`src/rtl/gf16_pkg.sv`:
```
// Shared types and constants for the GF(2^16) sequential reducer.
package gf16_pkg;

  typedef enum logic [1:0] {
    IDLE   = 2'd0,
    REDUCE = 2'd1,
    DONE   = 2'd2
  } state_t;

  localparam int PROD_W = 31;
  localparam int ELEM_W = 16;
  localparam int DEG    = 16;

  // Low 16 coefficients of x^16 + x^12 + x^3 + x + 1; the x^16 term is implicit.
  localparam logic [ELEM_W-1:0] POLY_DEF = 16'h100B;

  // Number of REDUCE cycles needed to clear the 15 high-order product bits.
  function automatic int calc_cyc(input int step);
    return (PROD_W - DEG + step - 1) / step;
  endfunction

endpackage

```
`src/rtl/gf16_reduce_step.sv`:
```
// One reduction slice: clears up to STEP product bits from position i_hi
// downward by conditionally XOR-ing the shifted modulus into the work value.
module gf16_reduce_step
  import gf16_pkg::*;
#(
  parameter int                STEP = 4,
  parameter logic [ELEM_W-1:0] POLY = POLY_DEF
) (
  input  logic [PROD_W-1:0] i_work,
  input  logic [4:0]        i_hi,
  output logic [PROD_W-1:0] o_work
);

  localparam logic [PROD_W-1:0] MODULUS = {{(PROD_W-DEG-1){1'b0}}, 1'b1, POLY};

  logic [PROD_W-1:0] w_work;
  logic [4:0]        w_pos;

  // Descending XOR chain; each lower position sees the updates made above it.
  always_comb begin
    w_work = i_work;
    w_pos  = i_hi;
    for (int k = 0; k < STEP; k++) begin
      w_pos = i_hi - 5'(k);
      if (int'(i_hi) >= DEG + k) begin
        if (w_work[w_pos]) begin
          w_work = w_work ^ (MODULUS << (w_pos - 5'(DEG)));
        end
      end
    end
    o_work = w_work;
  end

endmodule

```
`src/rtl/gf16_reduce_seq.sv`:
```
// Iterative reduction of a 31-bit carry-less product modulo x^16 + POLY,
// with valid/ready handshakes on both sides and data-independent latency.
module gf16_reduce_seq
  import gf16_pkg::*;
#(
  parameter logic [ELEM_W-1:0] POLY = POLY_DEF,
  parameter int                STEP = 4
) (
  input  logic                clk,
  input  logic                rst,
  input  logic                in_valid,
  output logic                in_ready,
  input  logic [PROD_W-1:0]   in_prod,
  output logic                out_valid,
  input  logic                out_ready,
  output logic [ELEM_W-1:0]   out_elem,
  output logic                busy
);

  localparam int CYC = calc_cyc(STEP);

  state_t              r_state;
  state_t              w_next_state;
  logic [PROD_W-1:0]   r_work;
  logic [3:0]          r_cnt;
  logic [ELEM_W-1:0]   r_out;
  logic [4:0]          w_hi;
  logic                w_last;
  logic [PROD_W-1:0]   w_step_work;

  // Highest bit handled this cycle; never drops below the field degree.
  function automatic logic [4:0] hi_pos(input logic [3:0] cnt);
    int h;
    h = (PROD_W - 1) - STEP * int'(cnt);
    if (h < DEG) h = DEG;
    return 5'(h);
  endfunction

  assign w_hi   = hi_pos(r_cnt);
  assign w_last = (r_cnt == 4'(CYC - 1));

  gf16_reduce_step #(
    .STEP (STEP),
    .POLY (POLY)
  ) u_step (
    .i_work (r_work),
    .i_hi   (w_hi),
    .o_work (w_step_work)
  );

  // State register.
  always_ff @(posedge clk) begin
    if (rst) r_state <= IDLE;
    else     r_state <= w_next_state;
  end

  // Next-state logic.
  always_comb begin
    w_next_state = r_state;
    case (r_state)
      IDLE:    if (in_valid)  w_next_state = REDUCE;
      REDUCE:  if (w_last)    w_next_state = DONE;
      DONE:    if (out_ready) w_next_state = IDLE;
      default:                w_next_state = IDLE;
    endcase
  end

  // Handshake and status outputs decoded from state.
  always_comb begin
    in_ready  = 1'b0;
    out_valid = 1'b0;
    busy      = 1'b0;
    case (r_state)
      IDLE:    in_ready  = 1'b1;
      REDUCE:  busy      = 1'b1;
      DONE: begin
        out_valid = 1'b1;
        busy      = 1'b1;
      end
      default: in_ready  = 1'b0;
    endcase
  end

  // Work register, step counter and result register.
  always_ff @(posedge clk) begin
    if (rst) begin
      r_work <= '0;
      r_cnt  <= '0;
      r_out  <= '0;
    end else begin
      case (r_state)
        IDLE: begin
          if (in_valid) begin
            r_work <= in_prod;
            r_cnt  <= '0;
          end
        end
        REDUCE: begin
          r_work <= w_step_work;
          r_cnt  <= r_cnt + 4'd1;
          if (w_last) r_out <= w_step_work[ELEM_W-1:0];
        end
        default: ;
      endcase
    end
  end

  assign out_elem = r_out;

  // A finished reduction must leave no coefficient at or above x^16.
  always_ff @(posedge clk) begin
    if (!rst && r_state == DONE) begin
      assert (r_work[PROD_W-1:DEG] == '0);
    end
  end

endmodule

```
`config.mk`:
```
export PLATFORM = sky130hd
export DESIGN_NAME = gf16_reduce_seq
export DESIGN_NICKNAME = d
export VERILOG_FILES = /design/src/rtl/gf16_pkg.sv /design/src/rtl/gf16_reduce_step.sv /design/src/rtl/gf16_reduce_seq.sv
export SDC_FILE = /design/constraint.sdc
export NUM_CORES = 1
export LEC_CHECK = 0
export ABC_CLOCK_PERIOD_IN_PS = 5650
export CAP_MARGIN = 20
export CORE_AREA = 2 2 90 75
export CTS_BUF_LIST = sky130_fd_sc_hd__clkbuf_8
export CTS_CLUSTER_DIAMETER = 150
export CTS_CLUSTER_SIZE = 16
export DETAILED_ROUTE_END_ITERATION = 6
export DIE_AREA = 0 0 92 77
export GPL_TIMING_DRIVEN = 0
export MAX_ROUTING_LAYER = met4
export PLACE_DENSITY = 0.85
export SETUP_SLACK_MARGIN = 0.4
export SYNTH_ARGS = -nofsm -noshare
export SYNTH_HDL_FRONTEND = slang
export SYNTH_SLANG_ARGS = --single-unit
```
`constraint.sdc`:
```
create_clock -name clk -period 5.65 [get_ports clk]
set_input_delay 0.565 -clock clk [delete_from_list [all_inputs] [get_ports clk]]
set_output_delay 0.565 -clock clk [all_outputs]
set_load 0.1 [all_outputs]
```
==> metrics.csv <==
stage;metric;value;unit
clocking;htree_levels;2;
route;wl_per_cell;20.9;um
sta;setup_violations;0;
route;routed_via_density;6.50;
power_and_ir_drop;power.density;264;nW/um^2
final_layout;final_layout_size_suffix_gt1_share;7.41;%
sta;relSlewSlack;35.0;%
clocking;insertion_delay;0.31;ns
route;drt_wl_total;12700;um
sta;hold_violations;0;
floorplanning;initial_core_util;58.3;%
sta;min_period;3.00;ns
clocking;cts_tree;built;
final_layout;diodes;0;
grt;grt_max_degree;17;
power_and_ir_drop;seqPwrFrac;38.7;%
yosys;synth_area;3600;um^2
sta;max_clock_freq;333;MHz
setup_path;worstSetupPathType;register to register;
route;num_vias;3964;
yosys;async_reset_ff_share;0;%
yosys;syn_nets;505;
yosys;yosys_register_bits;53;
final_layout;final_cell_mix;clkdlybuf4s50_1 (53), dfxtp_1 (53), nand2_1 (49);
clocking;postCtsSetupBuffers;0;
floorplanning;io_pins;54;
route;route.detailed.drc;0;
yosys;synthDistinctLibCells;63;
clocking;postCtsResizedCells;0;
floorplanning;die_w;92;um
floorplanning;core;6180;um^2
clocking;numCtsBuffers;5;
flow_run;max-cap-violations;0;
setup_path;startpoint_type;register;
grt;antenna_found_initial;0;
final_layout;nNetsFinal;565;
grt;grt_pass1_wl;19700;um
sta;rsz0062_at_grt;false;
floorplanning;rows;26;
sta;tns;0;ns
final_layout;fill_cells;495;
power_and_ir_drop;p_sw;0.443;mW
power_and_ir_drop;clkPwrFrac;23.6;%
place;port-buffer-count;53;
grt;track_usage;37.3;%
place;hpwl;9490;um
final_layout;syn_to_final_growth;20.7;%
setup_path;worstPathRequired;5.90;ns
clocking;cts_sinks;53;
power_and_ir_drop;comb_power_share;37.8;%
setup_path;arrival;3.25;ns
grt;grt_pass1_vias;3786;
power_and_ir_drop;swShare;38.6;%
yosys;ys_warn_count;0;
power_and_ir_drop;p_leak;1.54;nW
grt;grt-ovfl-total;0;
yosys;synthCells;465;
route;drt_iter0_drc;438;
power_and_ir_drop;p_int;0.704;mW
sta;period_share;53.2;%
sta;slew_violations;0;
yosys;synth-seq-area-share;29.5;%
sta;skew;0.00866;ns
final_layout;layoutNonFillerInstCount;610;
power_and_ir_drop;ir_drop;0.194;mV
route;drtPass1Iterations;7;
clocking;cts_max_path_buffers;2;
yosys;synth_edf_count;0;
hold_path;min_path_type;register to register;
final_layout;multi_input_area;2310;um^2
route;ant_nets;0;
sta;hold_ws;0.466;ns
floorplanning;die_h;77;um
place;place_inst;602;
clocking;ctsHoldBuffers;0;
place;gp_congestion;1.02;
yosys;synth_ff_type;dfxtp_1;
final_layout;ff_latch_area;1060;um^2
yosys;syn_area_per_cell;7.74;um^2
clocking;cts-root-buf;clkbuf_8;
status;status;finished, final reports clean;
floorplanning;dieArea;7080;um^2
setup_path;cp-end-kind;register;
sta;tightest_slew;0.972;ns
clocking;path_clk_slew;0.11;ns
setup_path;cp_max_fo;10;
[power by group through the flow]
stage	Combinational, mW	Clock [mW]	Sequential (mW)
3_3_place_gp	0.409	0	0.447
2_1_floorplan	0.297	0	0.439
6_report	0.433	0.270	0.444
3_5_place_dp	0.419	0	0.449
5_1_grt	0.462	0.286	0.446
4_1_cts	0.421	0.266	0.441
[final cells by class]
type / count / area share (%)
Tap cell: 84 / 2.42
Inverter: 8 / 0.691
Clock inverter: 3 / 0.978
Timing Repair Buffer: 53 / 12.2
Sequential cell: 53 / 24.4
Multi-Input combinational cell: 362 / 53.2
Clock buffer: 5 / 1.58
Buffer: 42 / 4.52
[Yosys cell counts, types with 10 or more instances]
master    number  area share (%)
dfxtp_1       53              29
mux2i_1       11             3.1
nor3_1        12             1.7
clkbuf_1      22             2.3
o22ai_1       10             1.7
buf_2         13             1.8
a211oi_1      15             3.1
nand3_1       12             1.7
nor2b_1       10             1.7
xnor2_1       14             3.4
a21oi_1       36             5.0
nand2_1       49             5.1
nor2_1        45             4.7
xor2_1        16             3.9
o21ai_0       23             3.2
a22oi_1       14             2.9
[worst max-delay path, stage by stage, from the launching register on]
cell and delay (ns):
dfxtp_1 0.31, buf_2 0.17, nor2_1 0.30, buf_2 0.34, nand2_1 0.13, ha_1 0.38, nor2b_1 0.30, xnor2_1 0.10
o22ai_1 0.26, nand2_1 0.16, or3_1 0.33, a31oi_1 0.16
[per-layer routing]
metal	vias to the layer above	GRT usage (%)	part of all wire [%]
met5	-	-	0
met1	1843	46.5	39
met3	53	10.4	11
li1	1802	-	-
met4	0	16.9	4.4
met2	266	56.3	45
[cell families after synthesis]
logic type,Yosys count,synth area share (%)
AOI/OAI and AO/OA,143,26.8
xor gates and xnor gates,31,7.92
adders and majority gates,5,1.74
buffers and inverters,50,6.29
DFF,53,29.5
muxes,16,5.07
other,1,0.104
and+or+nand+nor,166,22.6
[flip-flops by register name (all words and copies together) (netlist names)]
register  cells
r_work       31
out_elem     16
r_cnt         4
r_state       2
[through the flow]
| stage | setup slack [ns] | util (%) | area [um^2] | total power, mW |
|---|---|---|---|---|
| 2_1_floorplan | 3.00 | - | 3600 | 0.736 |
| 3_3_place_gp | 2.64 | 68.5 | 4240 | 0.857 |
| 3_5_place_dp | 2.60 | 68.5 | 4240 | 0.868 |
| 4_1_cts | 2.66 | 70.3 | 4350 | 1.13 |
| 5_1_grt | 2.47 | 70.3 | 4350 | 1.19 |
| 6_report | 2.65 | 70.3 | 4350 | 1.15 |
[worst paths after layout]
check	start	end	slack, ns	cells after the start
worst max-delay path	r_cnt[2]	r_work[8]	2.65	11
worst min-delay path	out_elem[1]	out_elem[1]	0.47	2
worst max register to register	r_cnt[2]	r_work[8]	2.65	11
worst min register to register	out_elem[1]	out_elem[1]	0.47	2
Power figures use the tool's default switching activity.
